File: src/rtl/mousetrap_pkg.sv
`default_nettype none
// ============================================================================
//  Module   : mousetrap_pkg
//  Purpose  : Shared constants, types and width helpers for the MouseTrap
//             synchronous receiver and its FIFO.
//  Revision : 1.0 - initial release
// ============================================================================
package mousetrap_pkg;

    // Default width of one bundled-data word
    localparam int DEFAULT_WORD_WIDTH = 32;

    // One word at the default width
    typedef logic [DEFAULT_WORD_WIDTH-1:0] word_t;

    // Pointer width for a FIFO of the given depth (never narrower than 1 bit)
    function automatic int ptr_w(input int depth);
        return (depth > 1) ? $clog2(depth) : 1;
    endfunction

endpackage
`default_nettype wire

File: src/rtl/mousetrap_rx_fifo.sv
`default_nettype none
// ============================================================================
//  Module   : mousetrap_rx_fifo
//  Purpose  : Synchronous FIFO behind the MouseTrap receiver. Registered
//             storage, naturally wrapping pointers and a separate occupancy
//             counter. No fall-through: a word written at an edge becomes
//             visible at the head only after that edge.
//  Revision : 1.0 - initial release
// ============================================================================
module mousetrap_rx_fifo
    import mousetrap_pkg::*;
#(
    parameter int DEPTH      = 4,
    parameter int WORD_WIDTH = DEFAULT_WORD_WIDTH
) (
    input  logic                    clk,
    input  logic                    reset,
    input  logic                    wr_en,
    input  logic [WORD_WIDTH-1:0]   wr_data,
    input  logic                    rd_en,
    output logic [WORD_WIDTH-1:0]   rd_data,
    output logic                    valid,
    output logic                    full,
    output logic [ptr_w(DEPTH):0]   level
);

    localparam int PTR_W = ptr_w(DEPTH);
    localparam int LVL_W = PTR_W + 1;
    localparam logic [LVL_W-1:0] C_DEPTH = LVL_W'(DEPTH);

    logic [WORD_WIDTH-1:0] mem_q [DEPTH];
    logic [WORD_WIDTH-1:0] mem_d [DEPTH];
    logic [PTR_W-1:0]      wr_ptr_q, wr_ptr_d;
    logic [PTR_W-1:0]      rd_ptr_q, rd_ptr_d;
    logic [LVL_W-1:0]      count_q,  count_d;

    logic w_wr_fire;
    logic w_rd_fire;

    // A full FIFO refuses writes even when a read fires in the same cycle
    assign w_wr_fire = wr_en && (count_q != C_DEPTH);
    assign w_rd_fire = rd_en && (count_q != '0);

    // Next-state for storage, pointers and occupancy
    always_comb begin
        mem_d    = mem_q;
        wr_ptr_d = wr_ptr_q;
        rd_ptr_d = rd_ptr_q;
        count_d  = count_q;
        if (w_wr_fire) begin
            mem_d[wr_ptr_q] = wr_data;
            wr_ptr_d        = wr_ptr_q + PTR_W'(1);
        end
        if (w_rd_fire) begin
            rd_ptr_d = rd_ptr_q + PTR_W'(1);
        end
        case ({w_wr_fire, w_rd_fire})
            2'b10:   count_d = count_q + LVL_W'(1);
            2'b01:   count_d = count_q - LVL_W'(1);
            default: count_d = count_q;
        endcase
    end

    // State registers; storage is cleared so the head reads 0 after reset
    always_ff @(posedge clk) begin
        if (reset) begin
            for (int i = 0; i < DEPTH; i++) begin
                mem_q[i] <= '0;
            end
            wr_ptr_q <= '0;
            rd_ptr_q <= '0;
            count_q  <= '0;
        end else begin
            mem_q    <= mem_d;
            wr_ptr_q <= wr_ptr_d;
            rd_ptr_q <= rd_ptr_d;
            count_q  <= count_d;
        end
    end

    assign rd_data = mem_q[rd_ptr_q];
    assign valid   = (count_q != '0);
    assign full    = (count_q == C_DEPTH);
    assign level   = count_q;

endmodule
`default_nettype wire

File: src/rtl/mousetrap_sync_rx.sv
`default_nettype none
// ============================================================================
//  Module   : mousetrap_sync_rx
//  Purpose  : Terminates a MouseTrap two-phase bundled-data pipeline. The
//             final req is synchronized into clk, bundled data is captured
//             into a small FIFO, ack toggles only when there is room, and
//             words leave on a valid/ready stream.
//  Options  : MOUSETRAP_RX_COUNT_EN adds a 32-bit accepted-word counter
//             output rx_count.
//  Revision : 1.0 - initial release
// ============================================================================
module mousetrap_sync_rx
    import mousetrap_pkg::*;
#(
    parameter int WORD_WIDTH  = DEFAULT_WORD_WIDTH,
    parameter int DEPTH       = 4,
    parameter int SYNC_STAGES = 2
) (
    input  logic                    clk,
    input  logic                    reset,
    input  logic                    req_in,
    input  logic [WORD_WIDTH-1:0]   data_in,
    output logic                    ack_out,
    output logic                    m_valid,
    output logic [WORD_WIDTH-1:0]   m_data,
    input  logic                    m_ready,
    output logic [ptr_w(DEPTH):0]   level
`ifdef MOUSETRAP_RX_COUNT_EN
    ,
    output logic [31:0]             rx_count
`endif
);

    logic [SYNC_STAGES-1:0] sync_q, sync_d;
    logic                   ack_q,  ack_d;

    logic w_req_s;
    logic w_pending;
    logic w_accept;
    logic w_full;
    logic w_rd_en;

    // req_in is asynchronous; only the last synchronizer flop is trusted
    assign w_req_s   = sync_q[SYNC_STAGES-1];
    // An unacknowledged phase exists whenever the synchronized req differs from ack
    assign w_pending = w_req_s ^ ack_q;
    // data_in is sampled raw: the sender holds it until ack toggles and
    // req_s lags req_in by the synchronizer depth, so it is long settled
    assign w_accept  = w_pending && !w_full;
    assign w_rd_en   = m_ready;

    // Synchronizer shift and ack toggle on accept
    always_comb begin
        sync_d = {sync_q[SYNC_STAGES-2:0], req_in};
        ack_d  = ack_q ^ w_accept;
    end

    // Synchronizer and ack registers
    always_ff @(posedge clk) begin
        if (reset) begin
            sync_q <= '0;
            ack_q  <= 1'b0;
        end else begin
            sync_q <= sync_d;
            ack_q  <= ack_d;
        end
    end

    assign ack_out = ack_q;

    mousetrap_rx_fifo #(
        .DEPTH      (DEPTH),
        .WORD_WIDTH (WORD_WIDTH)
    ) u_fifo (
        .clk     (clk),
        .reset   (reset),
        .wr_en   (w_accept),
        .wr_data (data_in),
        .rd_en   (w_rd_en),
        .rd_data (m_data),
        .valid   (m_valid),
        .full    (w_full),
        .level   (level)
    );

`ifdef MOUSETRAP_RX_COUNT_EN
    logic [31:0] rx_count_q, rx_count_d;

    // Count every accepted word, wrapping at 2^32
    always_comb begin
        rx_count_d = rx_count_q + 32'(w_accept);
    end

    // Accepted-word counter register
    always_ff @(posedge clk) begin
        if (reset) begin
            rx_count_q <= '0;
        end else begin
            rx_count_q <= rx_count_d;
        end
    end

    assign rx_count = rx_count_q;
`endif

endmodule
`default_nettype wire

File: config.mk
export PLATFORM = sky130hd
export DESIGN_NAME = mousetrap_sync_rx
export DESIGN_NICKNAME = d
export VERILOG_FILES = /design/src/rtl/mousetrap_pkg.sv /design/src/rtl/mousetrap_rx_fifo.sv /design/src/rtl/mousetrap_sync_rx.sv
export SDC_FILE = /design/constraint.sdc
export NUM_CORES = 1
export LEC_CHECK = 0
export ABC_AREA = 0
export BUFFER_PORTS_ARGS = -buffer_cell sky130_fd_sc_hd__buf_2
export CAP_MARGIN = 5
export CORE_AREA = 3 3 110 112
export CTS_CLUSTER_SIZE = 28
export DETAILED_ROUTE_END_ITERATION = 7
export DIE_AREA = 0 0 113 115
export PLACE_DENSITY = 0.78
export SYNTH_ARGS = -nofsm -noshare
export SYNTH_HDL_FRONTEND = slang
export SYNTH_SLANG_ARGS = --single-unit
File: constraint.sdc
create_clock -name clk -period 2.6 [get_ports clk]
set_clock_uncertainty 0.05 [all_clocks]
set_input_delay 0.26 -clock clk [delete_from_list [all_inputs] [get_ports clk]]
set_output_delay 0.26 -clock clk [all_outputs]
set_load 0.01 [all_outputs]
==> flow_metrics.tcl, run 1 <==
set metrics [dict create \
    final_cells 764 \
    fillers 875 \
    clk_pin_slew_ns 0.06 \
    power_density_mw_per_mm2 798 \
    leakage_nw 3.39 \
    seqCellArea_sq_mm 0.00277 \
    ctsResizeCount 0 \
    syn_area_per_cell_sq_um 11.8 \
    path_class "flop to flop" \
    cts_buffers 17 \
    fin_hold_ws_ns 0.0170 \
    post-place-cells 732 \
    holdCritPathClass "input port to flop" \
    num_antenna_cells 0 \
    yosys-top-cells-count "nand2b_1, dfxtp_1, mux2i_1" \
    root_buffer "clkbuf_16" \
    crit_family "simple AND/OR/NAND/NOR gates" \
    start_util_pct 56.7 \
    gp_congestion 0.729 \
    worstPathRequired_ns 2.90 \
    core_sq_mm 0.0113 \
    rsz0062_at_grt "no" \
    ant_nets 0 \
    worstMarginPinSlew_ns 0.600 \
    syn-cell-area_sq_mm 0.00642 \
    yosysMostFrequentCell "nand2b_1" \
    yosys-top-cells-area "dfxtp_1, mux2i_1, nand2b_1, mux4_2, buf_8" \
    drt-total-wl_um 12600 \
    final_area_sq_mm 0.00748 \
    slew_headroom_pct 60.0 \
    first_iter_violations 254 \
    hold_viol 0 \
    synthDistinctLibCells 31 \
    syn2layout_area_growth_pct 16.6 \
    grt_max_degree 84 \
    grt_pass1_wl_um 21200 \
    avgRoutedWirePerCell_um 16.4 \
    final_nets 650 \
    crit_chain "or3b_4, nand2_1, ha_1, inv_1, fa_1, xor2_1, or3_2, a21oi_1" \
    synth-edff-count 0 \
    cts_sinks 138 \
    viasPerCell 5.34 \
    row_count 39 \
    worst_ep_arrival_time_ns 2.65 \
    syn_nets 588 \
    cap_viol_max_count 0 \
    dominantRegCellSynth "dfxtp_1" \
    port_buffers 72 \
    slowest_stage "dfxtp_1" \
    final.setup.tns_ns 0 \
    async_flop_share_pct 0 \
    cp-end-kind "flop" \
    fin_crit_ns 2.35 \
    grt_use_total_pct 20.7 \
    multiInputGateArea_sq_mm 0.00333 \
    ys_warn_count 0 \
    start_kind "flop" \
    worst_path_largest_cell_delay_ns 0.43 \
    post_cts_buffers 0 \
    synth_cells 546 \
    drv_slew 0 \
    worst-path-max-fanout 7 \
    clockBufferDepth 2 \
    synth_seq_cells 138 \
    gr-total-overflow 0 \
    setup_viol 0 \
    clkLatencyLatePin_ns 0.41 \
    post-route-period-util_pct 90.5 \
    dpl.hpwl_um 7960 \
    h-tree-depth 4 \
    peakVddDrop_uv 709 \
    drive_gt1_share_pct 25.6 \
    cp_num_buf_inv 1 \
    holdBufCountCts 0 \
    antenna_found_initial 0 \
    io_pins 73 \
    drtPass1Iterations 4 \
    timing.fmax_mhz 425 \
    first_global_vias 4293 \
    tritoncts "yes" \
    status "finished, final reports clean" \
    drc_errors 0 \
    die-area_sq_mm 0.0130 \
    vias 4081 \
    die_h_um 115 \
    synth_top_area_share_pct 43.0 \
    synth_top_area_cell "dfxtp_1" \
    ys_seq_area_share_pct 43.0 \
    post_dp_cell_area_sq_mm 0.00678 \
    die_w_um 113 \
]
cell type report:
type,count,area share (%)
Clock buffer,19,6.06
Sequential cell,138,37.0
Tap cell,143,2.39
Multi-Input combinational cell,361,44.6
Timing Repair Buffer,85,6.49
Clock inverter,13,3.28
Inverter,5,0.251
per-stage QoR:
| stage | util (%) | worst slack (ns) | power [W] |
|---|---|---|---|
| floorplan | - | 0.184 | 0.00296 |
| global placement | 59.9 | 0.385 | 0.00317 |
| detailed placement | 59.9 | 0.297 | 0.00319 |
| CTS | 66.1 | 0.264 | 0.00602 |
| global route | 66.1 | 0.110 | 0.00620 |
| finish | 66.1 | 0.246 | 0.00597 |
worst paths after layout:
path | slack, ns | depth (start not counted) | start | end
hold / removal | 0.02 | 2 | req_in | sync_q[0]$_SDFF_PP0_
setup / recovery | 0.25 | 8 | u_fifo.level[2]$_SDFFE_PP0P_ | u_fifo.level[2]$_SDFFE_PP0P_
hold reg to reg | 0.40 | 1 | sync_q[0]$_SDFF_PP0_ | sync_q[1]$_SDFF_PP0_
setup reg to reg | 0.25 | 8 | u_fifo.level[2]$_SDFFE_PP0P_ | u_fifo.level[2]$_SDFFE_PP0P_
power breakdown:
part / switching (W) / total, W / internal, W
Clock: 0.000891 / 0.00283 / 0.00194
Combinational: 0.000449 / 0.000882 / 0.000433
Sequential: 0.0000636 / 0.00226 / 0.00219
Total: 0.00140 / 0.00597 / 0.00457
cell usage in the layout (no fill, tap or decap), types with 4 or more instances in the layout:
cell       count
mux2i_1      129
buf_2         71
a21oi_1        4
bufinv_16      7
nand2b_1     160
mux4_2        32
buf_4         12
clkbuf_16     17
dfxtp_1      136
nand3_2        4
xor2_1         4
clkinv_2       4
ha_1           5
inv_1          5
nor2_1         6
sequential cells by signal (all words and copies together), names as in the netlist, named ones only:
name	count
u_fifo.wr_ptr_q	2
u_fifo.mem_q	128
sync_q	2
u_fifo.rd_ptr_q	2
u_fifo.level	3
cell families after synthesis:
group	after synthesis	share of synthesized area [%]
AO/OA/AOI/OAI	9	0.897
flip-flops	138	43.0
XOR/XNOR	5	0.682
adder cells (fa/ha/maj)	6	1.29
AND/OR/NAND/NOR	180	17.6
multiplexers	161	31.4
buffers and inverters	47	5.09
routing by layer:
metal / wire [um] / vias to the layer above / part of all wire (%) / global-route usage, %
li1: - / 1998 / - / -
met1: 5770 / 2001 / 46 / 26.1
met2: 6150 / 68 / 49 / 34.1
met3: 484 / 14 / 3.9 / 5.84
met4: 163 / 0 / 1.3 / 7.45
met5: 0 / - / 0 / 0
worst reg2reg max path: stages, from the launching register on:
cell and delay (ns):
dfxtp_1 0.43, or3b_4 0.42, nand2_1 0.08, ha_1 0.17, inv_1 0.06, fa_1 0.37
xor2_1 0.17, or3_2 0.41, a21oi_1 0.14
Power figures use the tool's default switching activity.
==> inputs of run 2 (changes only) <==
--- a/config.mk
+++ b/config.mk
@@ -8,11 +8,11 @@
 export ABC_AREA = 0
 export BUFFER_PORTS_ARGS = -buffer_cell sky130_fd_sc_hd__buf_2
 export CAP_MARGIN = 5
-export CORE_AREA = 3 3 110 112
+export CORE_AREA = 3 3 131 133
 export CTS_CLUSTER_SIZE = 28
 export DETAILED_ROUTE_END_ITERATION = 7
-export DIE_AREA = 0 0 113 115
-export PLACE_DENSITY = 0.78
+export DIE_AREA = 0 0 134 136
+export SLEW_MARGIN = 0
 export SYNTH_ARGS = -nofsm -noshare
 export SYNTH_HDL_FRONTEND = slang
 export SYNTH_SLANG_ARGS = --single-unit
==> flow_metrics.tcl, run 2 (synthesis gave the netlist of run 1 again) <==
set metrics [dict create \
    status "finished, final reports clean" \
    num_antenna_cells 0 \
    first_iter_violations 180 \
    path_class "flop to flop" \
    grt_util_met2_pct 25.4 \
    clkLatencyLatePin_ns 0.42 \
    rsz0062_at_grt "no" \
    cap_viol_max_count 0 \
    ant_nets 0 \
    pre_cts_slack_ns 0.248 \
    power_frac_seq_pct 42.3 \
    regMostFlops "u_fifo.mem_q" \
    fin_crit_ns 2.36 \
    swShare_pct 27.3 \
    antenna_found_initial 1 \
    final_cells 836 \
    h-tree-depth 4 \
    gp_congestion 0.747 \
    grt_max_degree 81 \
    final.setup.tns_ns 0 \
    drt-total-wl_um 13400 \
    reg2reg_slack_ns 0.24 \
    start_kind "flop" \
    post-place-cells 803 \
    layout_common_cells "nand2b_1, dfxtp_1, mux2i_1" \
    clkPwrFrac_pct 40.5 \
    internal_power_w 0.00389 \
    hold_viol 0 \
    largest_reg_flops 128 \
    r2r_cells 8 \
    io_pins 73 \
    timing.fmax_mhz 424 \
    fillers 1493 \
    root_buffer "clkbuf_16" \
    avgRoutedWirePerCell_um 16.0 \
    first_global_vias 4440 \
    grt_pass1_wl_um 22300 \
    met1_usage_pct 19.6 \
    drc_errors 0 \
    die-area_sq_mm 0.0182 \
    min_path_cells 3 \
    post_cts_buffers 0 \
    final_common_cell "nand2b_1" \
    leakage_nw 3.31 \
    worstMarginPinSlew_ns 0.572 \
    cp-end-kind "flop" \
    r2r-start "u_fifo.level[2]$_SDFFE_PP0P_" \
    die_w_um 134 \
    slew_headroom_pct 61.9 \
    holdBufCountCts 1 \
    switching_power_w 0.00146 \
    port_buffers 72 \
    drive_gt1_share_pct 25.3 \
    peakVddDrop_uv 450 \
    clk_pin_slew_ns 0.06 \
    row_count 46 \
    tritoncts "yes" \
    worstPathRequired_ns 2.90 \
    seqCellArea_sq_mm 0.00277 \
    worst-path-max-fanout 7 \
    multiInputGateArea_sq_mm 0.00333 \
    holdCritPathClass "input port to flop" \
    die_h_um 136 \
    clockBufferDepth 2 \
    drtPass1Iterations 4 \
    share_comb_of_total_power_pct 17.2 \
    viasPerCell 4.88 \
    whs_endpoint "u_fifo.mem_q[58]$_SDFFE_PP0P_" \
    dpl.hpwl_um 8540 \
    start_util_pct 40.3 \
    core_sq_mm 0.0159 \
    grt-busiest-layer "met2" \
    reg2reg_to "u_fifo.level[2]$_SDFFE_PP0P_" \
    final_nets 649 \
    cts_sinks 138 \
    ctsResizeCount 0 \
    syn2layout_area_growth_pct 16.0 \
    vias 4076 \
    hold_start "data_in[26]" \
    post-route-period-util_pct 90.7 \
    drv_slew 0 \
    timing.final.ws_setup_ns 0.242 \
    setup_viol 0 \
    grt_use_met3_pct 4.66 \
    power_density_mw_per_mm2 718 \
    grt_use_total_pct 15.5 \
    gr-total-overflow 0 \
    worst_ep_arrival_time_ns 2.66 \
    cts_buffers 17 \
]
-- run 2: cell count changes in the layout (fill, tap and decap cells not counted), sizes merged, moves of 2 or more --
cell	before	now
bufinv	7	0
clkinvlp	2	7
inv	5	7
buf	85	83
-- run 2: layout make-up --
cell class	count	share of cell area, %
Multi-Input combinational cell	361	44.8
Clock buffer	18	5.90
Sequential cell	138	37.1
Clock inverter	14	1.33
Inverter	5	0.252
Tap cell	216	3.63
Timing Repair Buffer	84	6.96
-- run 2: worst max path at each step --
stage,startpoint,end,slack [ns],depth (start not counted)
6_report,u_fifo.level[2]$_SDFFE_PP0P_,u_fifo.level[2]$_SDFFE_PP0P_,0.24,8
5_1_grt,u_fifo.level[2]$_SDFFE_PP0P_,u_fifo.level[2]$_SDFFE_PP0P_,0.08,8
4_1_cts,u_fifo.level[2]$_SDFFE_PP0P_,u_fifo.level[2]$_SDFFE_PP0P_,0.23,8
3_5_place_dp,u_fifo.level[2]$_SDFFE_PP0P_,u_fifo.level[2]$_SDFFE_PP0P_,0.25,8
3_3_place_gp,u_fifo.level[2]$_SDFFE_PP0P_,u_fifo.level[2]$_SDFFE_PP0P_,0.38,8
2_1_floorplan,u_fifo.level[2]$_SDFFE_PP0P_,u_fifo.level[2]$_SDFFE_PP0P_,0.18,9
-- run 2: critical path: stages, from the launching register on --
cell and delay [ns]:
dfxtp_1 0.42, or3b_4 0.41, nand2_1 0.07, ha_1 0.18, inv_1 0.06, fa_1 0.37, xor2_1 0.16, or3_2 0.42
a21oi_1 0.14
-- run 2: power groups by stage --
stage	sequential [W]	combinational (W)	clock (W)
after global placement	0.00230	0.000919	0
after global routing	0.00227	0.00101	0.00234
after floorplan	0.00229	0.000676	0
after detailed placement	0.00231	0.000938	0
final	0.00226	0.000919	0.00216
after CTS	0.00226	0.000943	0.00223
-- run 2: metrics by stage --
step                      area (sq um)  hold WS, ns  utilization (%)  total power (W)
final                             7440        0.125             46.7          0.00534
after global routing              7440        0.129             46.7          0.00562
after CTS                         7440        0.107             46.7          0.00544
after detailed placement          6900        0.381             43.3          0.00324
after global placement            6900        0.389             43.3          0.00322
after floorplan                   6420        0.338                -          0.00296
-- run 2: per-layer routing --
layer,up-vias,wire (um)
met1,1981,6160
met2,76,6480
met5,-,13
met4,2,170
met3,17,575
li1,2000,-
